[config.mk]
export PLATFORM = sky130hd
export DESIGN_NAME = autobaud_detector
export DESIGN_NICKNAME = d
export VERILOG_FILES = /design/src/rtl/autobaud_detector_pkg.sv /design/src/rtl/autobaud_classify.sv /design/src/rtl/autobaud_detector.sv
export SDC_FILE = /design/constraint.sdc
export NUM_CORES = 1
export LEC_CHECK = 0
export CAP_MARGIN = 5
export CORE_MARGIN = 10
export CORE_UTILIZATION = 30
export CTS_CLUSTER_DIAMETER = 60
export CTS_CLUSTER_SIZE = 24
export DETAILED_ROUTE_END_ITERATION = 6
export SYNTH_ARGS = -nofsm -noshare
export SYNTH_HDL_FRONTEND = slang
export SYNTH_SLANG_ARGS = --single-unit
[constraint.sdc]
create_clock -name clk -period 6.8 [get_ports clk]
set_input_delay 1.02 -clock clk [delete_from_list [all_inputs] [get_ports clk]]
set_output_delay 1.02 -clock clk [all_outputs]
set_load 0.02 [all_outputs]
[src/rtl/autobaud_detector_pkg.sv]
// Purpose : shared constants for the autobaud detector (state encoding, classification ladder).
// Latency : n/a (package).
// Backpressure: n/a (package).
package autobaud_detector_pkg;

    localparam int CNT_W   = 20;   // low-pulse counter width, saturating
    localparam int ACC_W   = 22;   // sum of up to four 20-bit pulse widths
    localparam int N_CODES = 12;   // codes 0..11 are produced by the ladder

    // Average bit time window that maps to a valid code.
    localparam logic [19:0] AVG_MAX = 20'd500000;
    localparam logic [19:0] AVG_MIN = 20'd55;

    // FSM encoding.
    localparam logic [2:0] ST_IDLE      = 3'd0;
    localparam logic [2:0] ST_WAIT_HIGH = 3'd1;
    localparam logic [2:0] ST_WAIT_FALL = 3'd2;
    localparam logic [2:0] ST_MEAS_LOW  = 3'd3;
    localparam logic [2:0] ST_MEAS_HIGH = 3'd4;
    localparam logic [2:0] ST_CLASSIFY  = 3'd5;
    localparam logic [2:0] ST_DONE      = 3'd6;

    // Lower bound of the average bit time (in 100 MHz clocks) for each code.
    // Bounds are the geometric midpoints between neighbouring divisor table entries.
    function automatic logic [19:0] code_lower_bound(input logic [3:0] code);
        case (code)
            4'd0:    code_lower_bound = 20'd166667;
            4'd1:    code_lower_bound = 20'd58926;
            4'd2:    code_lower_bound = 20'd29463;
            4'd3:    code_lower_bound = 20'd14731;
            4'd4:    code_lower_bound = 20'd7366;
            4'd5:    code_lower_bound = 20'd3683;
            4'd6:    code_lower_bound = 20'd2126;
            4'd7:    code_lower_bound = 20'd1228;
            4'd8:    code_lower_bound = 20'd614;
            4'd9:    code_lower_bound = 20'd307;
            4'd10:   code_lower_bound = 20'd154;
            default: code_lower_bound = AVG_MIN;
        endcase
    endfunction

endpackage

[src/rtl/autobaud_classify.sv]
// Purpose : maps an average bit time to a 4-bit baud code, flags out-of-range averages.
// Latency : combinational.
// Backpressure: none.
// Ports   : avg/ovf in (averaged bit time, set ovf if it exceeded 20 bits); code/bad out.
module autobaud_classify
    import autobaud_detector_pkg::*;
(
    input  logic [19:0] avg,
    input  logic        ovf,
    output logic [3:0]  code,
    output logic        bad
);

    always_comb begin
        code = 4'd0;
        bad  = ovf || (avg > AVG_MAX) || (avg < AVG_MIN);
        // Walk from the lowest bound upward so the last hit is the highest bound met.
        for (int i = N_CODES - 1; i >= 0; i--) begin
            if (avg >= code_lower_bound(4'(i))) begin
                code = 4'(i);
            end
        end
    end

endmodule

[src/rtl/autobaud_detector.sv]
// Purpose : measures low-pulse widths of a 0x55 character on rx and reports the baud code.
// Latency : done two cycles after the last measured rising edge appears on the synchronised line.
// Backpressure: none; start is ignored while a measurement is running.
// Ports   : clk, reset_n (sync, active low), start (arm pulse), rx (async line, idle high);
//           busy (armed..done), done (1-cycle), err (with done on failure), baud_code (last good code).
module autobaud_detector
    import autobaud_detector_pkg::*;
#(
    parameter int N_PULSES     = 4,
    parameter int HIGH_TIMEOUT = 700000
)(
    input  logic       clk,
    input  logic       reset_n,
    input  logic       start,
    input  logic       rx,
    output logic       busy,
    output logic       done,
    output logic       err,
    output logic [3:0] baud_code
);

    localparam int SHIFT  = $clog2(N_PULSES);
    localparam int HIGH_W = $clog2(HIGH_TIMEOUT + 1);

    logic              rx_meta;
    logic              rxs;
    logic              rxs_prev;
    logic              fall;
    logic              rise;
    logic [2:0]        state;
    logic [CNT_W-1:0]  low_cnt;
    logic [HIGH_W-1:0] high_cnt;
    logic [ACC_W-1:0]  acc;
    logic [2:0]        pulse_cnt;
    logic [ACC_W-1:0]  avg_full;
    logic [3:0]        cls_code;
    logic              cls_bad;

    // Two-flop synchroniser plus one history flop for edge detection; idle-high reset.
    always_ff @(posedge clk) begin
        if (!reset_n) begin
            rx_meta  <= 1'b1;
            rxs      <= 1'b1;
            rxs_prev <= 1'b1;
        end else begin
            rx_meta  <= rx;
            rxs      <= rx_meta;
            rxs_prev <= rxs;
        end
    end

    assign fall = rxs_prev && !rxs;
    assign rise = !rxs_prev && rxs;

    // acc only ever holds N_PULSES samples, so the shift is an exact average (floor).
    assign avg_full = acc >> SHIFT;

    autobaud_classify u_classify (
        .avg  (avg_full[19:0]),
        .ovf  (|avg_full[ACC_W-1:20]),
        .code (cls_code),
        .bad  (cls_bad)
    );

    assign busy = (state != ST_IDLE);

    always_ff @(posedge clk) begin
        if (!reset_n) begin
            state     <= ST_IDLE;
            low_cnt   <= '0;
            high_cnt  <= '0;
            acc       <= '0;
            pulse_cnt <= '0;
            done      <= 1'b0;
            err       <= 1'b0;
            baud_code <= 4'd0;
        end else begin
            done <= 1'b0;
            err  <= 1'b0;
            case (state)
                ST_IDLE: begin
                    if (start) begin
                        state     <= ST_WAIT_HIGH;
                        acc       <= '0;
                        pulse_cnt <= '0;
                    end
                end
                ST_WAIT_HIGH: begin
                    if (rxs) begin
                        state <= ST_WAIT_FALL;
                    end
                end
                ST_WAIT_FALL: begin
                    if (fall) begin
                        state   <= ST_MEAS_LOW;
                        low_cnt <= CNT_W'(1);
                    end
                end
                ST_MEAS_LOW: begin
                    if (rise) begin
                        acc       <= acc + {{(ACC_W-CNT_W){1'b0}}, low_cnt};
                        pulse_cnt <= pulse_cnt + 3'd1;
                        if (pulse_cnt == 3'(N_PULSES - 1)) begin
                            state <= ST_CLASSIFY;
                        end else begin
                            state    <= ST_MEAS_HIGH;
                            high_cnt <= HIGH_W'(1);
                        end
                    end else if (low_cnt != {CNT_W{1'b1}}) begin
                        low_cnt <= low_cnt + CNT_W'(1);
                    end
                end
                ST_MEAS_HIGH: begin
                    // A falling edge in the same cycle as the limit still counts as a pulse.
                    if (fall) begin
                        state   <= ST_MEAS_LOW;
                        low_cnt <= CNT_W'(1);
                    end else if (high_cnt >= HIGH_W'(HIGH_TIMEOUT)) begin
                        // This cycle would make the high phase exceed the limit.
                        state <= ST_DONE;
                        done  <= 1'b1;
                        err   <= 1'b1;
                    end else begin
                        high_cnt <= high_cnt + HIGH_W'(1);
                    end
                end
                ST_CLASSIFY: begin
                    state <= ST_DONE;
                    done  <= 1'b1;
                    if (cls_bad) begin
                        err <= 1'b1;
                    end else begin
                        baud_code <= cls_code;
                    end
                end
                ST_DONE: begin
                    state <= ST_IDLE;
                end
                default: begin
                    state <= ST_IDLE;
                end
            endcase
        end
    end

endmodule
# After elaboration in Yosys (flattened, before gate mapping)
# Index checks and enable logic that the tools add are counted.
[totals]
reg_bits = 77
wordCells = 105
input_bits = 4
out_inout_bits = 7
[classes]
n_bitwise = 1
magnitude_cmp = 15
add_sub_neg = 4
muxes = 40
n_eq_ne = 18
n_reduce_logical = 16
[ops]
columns = ["operator", "count"]
rows = [
  ["$mux 20", 7],
  ["$pmux 20 s2", 2],
  ["$mux 4", 12],
  ["$mux 22", 2],
  ["$pmux 22 s2", 1],
  ["$add 20x1->20 const B", 2],
  ["$ge 20x12->1 const B", 2],
  ["$mux 3", 8],
  ["$add 22x20->22", 1],
  ["$ge 20x10->1 const B", 1],
  ["$ge 20x11->1 const B", 1],
  ["$ge 20x13->1 const B", 1],
  ["$ge 20x14->1 const B", 1],
  ["$ge 20x15->1 const B", 1],
  ["$ge 20x16->1 const B", 1],
  ["$ge 20x18->1 const B", 1],
  ["$ge 20x20->1 const B", 1],
  ["$ge 20x6->1 const B", 1],
  ["$ge 20x8->1 const B", 1],
  ["$ge 20x9->1 const B", 1],
  ["$gt 20x19->1 const B", 1],
  ["$lt 20x6->1 const B", 1],
  ["$ne 20x20->1 const B", 1],
  ["$ne 2x2->1 const B", 9],
  ["22 further kinds", 34],
]

# Longest topological paths before layout
# Gate-level depths: netlist of run 1.
[depth]
depth_word = 13
ltp_mapped = 10
ltp_nobuf = 10

# By module
# From an unflattened synthesis of run 1, not the netlist that was laid out.
[hier_totals]
hier_cells = 635
area_unflattened_um2 = 5033.6
[by_module_without_submodules]
columns = ["mod", "n_inst", "cells_each", "area_each_um2", "seq_area_each_um2"]
rows = [
  ["autobaud_detector", 1, 529, 4364.2, 1541.5],
  ["autobaud_classify", 1, 106, 669.4, 0.0],
]

# Worst setup path before layout of run 1
# No wires, ideal clock.
[synth_timing]
kind = "reg2reg"
start = "reg low_cnt[0]"
end = "reg acc[20]"
arrival_time_ns = 2.340
stages_incl_launch_ff = 11
period_less_slack_ns = 2.420
path_slack_ns = 4.380
cell_sequence = "dfxtp_1 -> ha_1 -> fa_1 -> a211o_1 -> a21oi_1 -> o21ai_0 -> a21oi_1 -> o21a_1 -> a311oi_1 -> o21ai_0 -> nor3b_1"
[synth_via]
elab_chain_cells = 3
[synth_lines]
columns = ["element", "line_no", "text"]
rows = [
  ["from (decl)", "autobaud_detector.sv:31", "logic [CNT_W-1:0] low_cnt;"],
  ["from (signal assigned)", "autobaud_detector.sv:110", "low_cnt <= low_cnt + CNT_W'(1);"],
  ["$add 22x20->22", "autobaud_detector.sv:101", "acc <= acc + {{(ACC_W-CNT_W){1'b0}}, low_cnt};"],
  ["$mux 22", "autobaud_detector.sv:100", "if (rise) begin"],
  ["$pmux 22 s2", "autobaud_detector.sv:80", "case (state)"],
  ["to (signal assigned)", "autobaud_detector.sv:101", ""],
  ["to (decl)", "autobaud_detector.sv:33", "logic [ACC_W-1:0] acc;"],
]
# No other way between the ends. The select of a mux whose other input is x is not followed.
# A chain may end at the register's enable or synchronous reset.

# Worst setup path in the final report of run 1
# Same ends and word-level chain as after synthesis.

==> key figures, run 1 <==
Status
  – Status: completed

Floorplan
  – Die X: 145 um
  – Die H: 145 um
  – # IOs: 11
  – Std-Cell Rows: 45
  – Die area: 20900 um^2
  – Core area: 15200 um^2
  – Initial Utilization: 30.7%

Clocking
  – Postcts setup bufs: 0
  – H-tree levels: 3
  – Root Driver: clkbuf_16
  – Worst skew pair latency: 340 ps
  – CTS Sinks: 77
  – Clock Tree Buf Depth: 2
  – Number of buffers created by CTS: 9
  – Post-CTS sizing: 0
  – Clock Pin Slew Worst Setup and Hold Paths: 60 ps
  – CTS tree: done
  – CTS Hold Bufs: 0

Setup path
  – Startpoint types: flip-flop
  – Critical Path RT: 7060 ps
  – Crit path max fanout: 6
  – Critical Path Sink Type: flip-flop
  – Critical Path AT: 3100 ps
  – Kind of critical path: flip-flop to flip-flop

Logic synthesis
  – Top cell type's share of synthesized area: 33.1%
  – Post-synth EDFFs: 0
  – Synth Register Bits: 77
  – Ranking of synthesized cells by area: dfxtp_1 (33%), ha_1 (6.7%), nor2_1 (5.8%), xor2_1 (5.6%), nand2_1 (4.4%)
  – Yosys warning total: 0
  – Post-synth top flop: dfxtp_1
  – Synthesized Nets: 616
  – Mapped cell area: 4660 um^2
  – Mapped Cells: 586
  – Avg Cell Area, Syn: 7.95 um^2
  – Post-synthesis cell type count: 61
  – Post-synthesis sequential area ratio: 33.1%
  – Top cells by count, synth: dfxtp_1 (77), nor2_1 (72), nand2_1 (55)
  – Async SR Flop Fraction: 0%
  – Most frequent cell after synthesis: dfxtp_1
  – Top cell type by total area after synthesis: dfxtp_1

Power and ir drop
  – Pwr Total: 1110 uW
  – Static leakage: 0.00201 uW
  – Cell Pwr Density: 213 nW/um^2
  – Peak supply drop: 123 uV

Placed design
  – Placer's final routability congestion estimate: 0.859
  – Port Buf Inserts: 10
  – Area after DPL: 4910 um^2
  – Post-DP HPWL: 8400 um

Drt
  – Vias post-DR: 4118
  – Vias per cell: 5.29
  – TritonRoute pass-1 iters: 4
  – Total Wirelength: 11400 um
  – WL per Instance: 14.6 um
  – 1st-iter DRT viols: 261
  – ANT nets after route: 0
  – DRC errors left: 0

STA
  – Final Critical Period: 2840 ps
  – Achievable frequency: 352 MHz
  – Fin Hold WS: 408 ps
  – Final setup fails: 0
  – Worst Tran Pin Value: 1010 ps
  – Max-slew violations: 0
  – RSZ-0062 raised after global routing: no
  – Final Cycle Share: 41.7%
  – Clock Skews: 6.91 ps
  – Post-Route Setup TNS: 0 ps
  – Fin. Hold Viols: 0
  – Worst slew margin: 32.5%

Flow run
  – Max Cap Viol: 0

Finish
  – Share of cells above drive strength 1: 5.25%
  – Core Util, Final: 34.3%
  – Final nets: 615
  – Final Instance Area: 5220 um^2
  – Layout area overhead: 12.0%
  – Antenna cells: 0

Global route
  – Vias in the first global route: 3924
  – Gr ovfl total: 0
  – Gr usage total: 11.2%
  – First-pass GRT wire length: 19100 um
  – Largest net degree at the start of global routing: 21
  – Initial antenna violation count: 0

Hold path
  – Worst min-delay path class: flip-flop to flip-flop
report_power, final:
part / internal [uW] / switching, uW
clock network: 304 / 192
logic: 46.6 / 82.9
registers: 461 / 23.5
total: 811 / 299
metal layers:
metal | up-vias | track usage [%] | share of wire (%)
met5 | - | 0 | 0
li1 | 2115 | - | -
met1 | 1942 | 13.8 | 47
met3 | 9 | 2.49 | 3.3
met2 | 52 | 19.1 | 49
met4 | 0 | 3.14 | 1.0
layout make-up:
| type | instances | area, um^2 |
|---|---|---|
| fillers | 1592 | 9980 |
| multi-input cells | 471 | 2960 |
| flip-flops and latches | 77 | 1540 |
| clock buffers | 11 | 253 |
| well taps | 188 | 235 |
| repair buffers | 13 | 123 |
| clock inverters | 5 | 58.8 |
| inverters | 13 | 48.8 |
flip-flops by register name, summed over array words and instances, names as in the netlist:
signal,flops
acc,22
baud_code,4
done,1
err,1
high_cnt,20
low_cnt,20
pulse_cnt,3
rx_meta,1
rxs,1
rxs_prev,1
state,3
worst max-delay path: stages, from the launching register on:
cell and delay [ps]:
dfxtp_1 360, ha_1 260, fa_1 430, a211o_1 300
a21oi_1 210, o21ai_0 120, a21oi_1 340, o21a_1 240
a311oi_1 140, o21ai_0 160, nor3b_1 190
logic make-up (layout without fill, tap and decap cells):
kind of cell | after synthesis | in the layout | synth area share [%]
AOI/OAI and AO/OA | 159 | 159 | 22.1
xor gates and xnor gates | 44 | 44 | 8.27
adders and majority gates | 26 | 26 | 7.14
buffers and inverters | 38 | 42 | 3.44
DFF | 77 | 77 | 33.1
muxes | 3 | 3 | 0.671
and+or+nand+nor | 239 | 239 | 25.3
path summary, 6_finish.rpt:
| kind | from | endpoint | slack, ps | cells after the start |
|---|---|---|---|---|
| min reg2reg | rx_meta$_SDFF_PN1_ | rxs$_SDFF_PN1_ | 410 | 1 |
| min | rx_meta$_SDFF_PN1_ | rxs$_SDFF_PN1_ | 410 | 1 |
| max | low_cnt[0]$_SDFFE_PN0P_ | acc[20]$_SDFFE_PN0P_ | 3960 | 10 |
| max reg2reg | low_cnt[0]$_SDFFE_PN0P_ | acc[20]$_SDFFE_PN0P_ | 3960 | 10 |
through the flow:
stage | worst slack, ps | std cells
after global routing | 3790 | 778
after global placement | 3820 | 762
after floorplan | 4380 | 586
final | 3960 | 778
after CTS | 4000 | 778
after detailed placement | 3810 | 762
placed cells by master (no fill, tap or decap), types with 13 or more instances in the layout:
cell and instances:
a21oi_1 40, dfxtp_1 77, ha_1 25, inv_1 13, nand2_1 55, nand3_1 22
nand4_1 13, nor2_1 72, nor3_1 14, o21ai_0 41, xnor2_1 14, xor2_1 30
(Power assumes the default switching activity.)
==> inputs of run 2 (changes only) <==
==> constraint.sdc (replaced) <==
create_clock -name clk -period 2.5 [get_ports clk]
set_input_delay 0.375 -clock clk [delete_from_list [all_inputs] [get_ports clk]]
set_output_delay 0.375 -clock clk [all_outputs]
set_load 0.02 [all_outputs]
==> run 2 against run 1 <==
- sequential cell count unchanged
- first-iteration DRC count decreased by 21%
- combinational power grew to 3.4 times the previous value
- cell count increased by 4.9%
- routed wire length increased by 5.9%
- fmax grew 16%
- critical path type unchanged
- largest cell class unchanged
- largest power group unchanged
==> key figures, run 2 (synthesized netlist as in run 1, its figures left out) <==
Placed design
  – Placer's final routability congestion estimate: 0.880
  – Place WS: -50.9 ps
  – Post-DP HPWL: 8950 um
  – Port Buf Inserts: 10

Power and ir drop
  – Peak supply drop: 322 uV
  – Sw power: 831 uW
  – Clock power share: 44.2%
  – Share of power burned in registers: 41.5%
  – Static leakage: 0.00221 uW
  – P_int: 2290 uW
  – Gate power share: 14.3%
  – Sw Share: 26.6%
  – Cell Pwr Density: 557 nW/um^2

Global route
  – Vias in the first global route: 4209
  – Gr ovfl total: 0
  – Initial antenna violation count: 0
  – First-pass GRT wire length: 19800 um
  – Gr usage total: 11.7%
  – Largest net degree at the start of global routing: 20

Setup path
  – Critical Path RT: 2720 ps
  – Buf/Inv on CP: 1
  – Worst R2R Start: low_cnt[0]$_SDFFE_PN0P_
  – Critical Path Sink Type: flip-flop
  – Critical Path AT: 2660 ps
  – CP max stage delay: 350 ps
  – Cells along the critical path: ha_4 > fa_2 > a211o_1 > a21oi_2 > o21ai_2 > a21oi_2 > o21a_1 > buf_4 > a311oi_1 > xnor2_1 > o21ai_1
  – Startpoint types: flip-flop
  – Crit path max fanout: 4
  – Crit path max-delay family: compound AO/OA/AOI/OAI gates
  – Kind of critical path: flip-flop to flip-flop
  – Crit. Startpoint: low_cnt[0]$_SDFFE_PN0P_
  – Slowest CP cell: fa_2
  – Most used cell, CP: a21oi_2

Clocking
  – Clock Tree Buf Depth: 2
  – Clock Pin Slew Worst Setup and Hold Paths: 60 ps
  – Worst skew pair latency: 340 ps
  – Number of buffers created by CTS: 9
  – CTS tree: done
  – Root Driver: clkbuf_16
  – CTS Sinks: 77
  – H-tree levels: 3

Hold path
  – Worst min-delay path class: flip-flop to flip-flop
  – Worst Hold Launch: rx_meta$_SDFF_PN1_

STA
  – Fin. Hold Viols: 0
  – Achievable frequency: 410 MHz
  – Clock Skews: 5.13 ps
  – Final Critical Period: 2440 ps
  – Worst slew margin: 66.9%
  – Fin worst setup slack: 62.8 ps
  – Max-slew violations: 0
  – Worst Tran Pin Value: 492 ps
  – RSZ-0062 raised after global routing: yes
  – Final Cycle Share: 97.5%
  – Final setup fails: 0

Floorplan
  – Die H: 145 um
  – Initial Utilization: 30.7%
  – Core area: 15200 um^2
  – Std-Cell Rows: 45
  – # IOs: 11
  – Die area: 20900 um^2
  – Die X: 145 um

Finish
  – Max reg flops: 22
  – Antenna cells: 0
  – Layout area overhead: 20.4%
  – Most frequent cells in the layout: dfxtp_1 (73), nor2_1 (72), nand2_1 (55), buf_4 (41), a21oi_1 (36)
  – Biggest regs: acc: 22 flops, high_cnt: 20 flops, low_cnt: 20 flops
  – Final nets: 653
  – Core Util, Final: 36.9%
  – Share of cells above drive strength 1: 14.0%
  – Top reg by flops: acc
  – Most common cell after layout, fill and taps aside: dfxtp_1

Flow run
  – Max Cap Viol: 0

Drt
  – 1st-iter DRT viols: 206
  – Vias post-DR: 4385
  – TritonRoute pass-1 iters: 5
  – WL per Instance: 14.8 um
  – ANT nets after route: 0
  – DRC errors left: 0
  – Vias per cell: 5.37
  – Total Wirelength: 12000 um

Status
  – Status: completed
-- run 2: changes by cell type in the layout (fill, tap and decap cells not counted), sizes merged --
cell | previous run | this run
buf | 3 | 41
clkinvlp | 2 | 0
bufinv | 1 | 2
clkinv | 2 | 3
-- run 2: area by class of cell --
| cell class | count | area (um^2) |
|---|---|---|
| Sequential cell | 77 | 1550 |
| Multi-Input combinational cell | 471 | 3060 |
| Clock buffer | 11 | 233 |
| Clock inverter | 5 | 75.1 |
| Inverter | 13 | 48.8 |
| Timing Repair Buffer | 51 | 408 |
| Tap cell | 188 | 235 |
| Fill cell | 1558 | 9590 |
-- run 2: what timing repair did --
item / in CTS / in global routing
buffers inserted: 0 / 5
gates cloned: 0 / 0
resized for setup: 1 / 30
endpoints found under the setup margin: 2 / 15
endpoints found under the hold margin: 0 / 0
pin swaps: 2 / 13
hold buffers: 0 / 0
-- run 2: path summary, 6_finish.rpt --
path / to / cells past startpoint / slack, ps
setup / recovery: acc[18]$_SDFFE_PN0P_ / 11 / 60
hold reg to reg: rxs$_SDFF_PN1_ / 1 / 410
setup reg to reg: acc[18]$_SDFFE_PN0P_ / 11 / 60
hold / removal: rxs$_SDFF_PN1_ / 1 / 410
-- run 2: worst register-to-register path: cells and delay by family (launching register included) --
| family | cells | cell delay, ps |
|---|---|---|
| AOI/OAI and AO/OA | 7 | 1170 |
| adders and majority gates | 2 | 520 |
| buffers and inverters | 1 | 130 |
| DFF | 1 | 330 |
| xor gates and xnor gates | 1 | 170 |
-- run 2: power by group through the flow --
stage | sequential, uW | combinational [uW] | clock, uW
after floorplan | 1300 | 273 | 0
after global placement | 1320 | 420 | 0
after detailed placement | 1320 | 427 | 0
after CTS | 1290 | 430 | 1410
after global routing | 1300 | 482 | 1470
final | 1300 | 446 | 1380
-- run 2: metal layers --
metal  track usage (%)  routed length [um]
met5                 0                   0
met4              4.31                 253
met1              14.3                5610
met2              19.2                5670
met3              3.02                 514
-- run 2: through the flow --
| step | power [uW] | TNS (ps) | cell area [um^2] | instances | hold slack [ps] |
|---|---|---|---|---|---|
| floorplan | 1570 | 0 | 4660 | 586 | 386 |
| global placement | 1740 | -9.97 | 5150 | 795 | 391 |
| detailed placement | 1750 | -63.9 | 5150 | 795 | 405 |
| CTS | 3140 | 0 | 5470 | 811 | 419 |
| global route | 3250 | -221 | 5610 | 816 | 440 |
| finish | 3130 | 0 | 5610 | 816 | 414 |
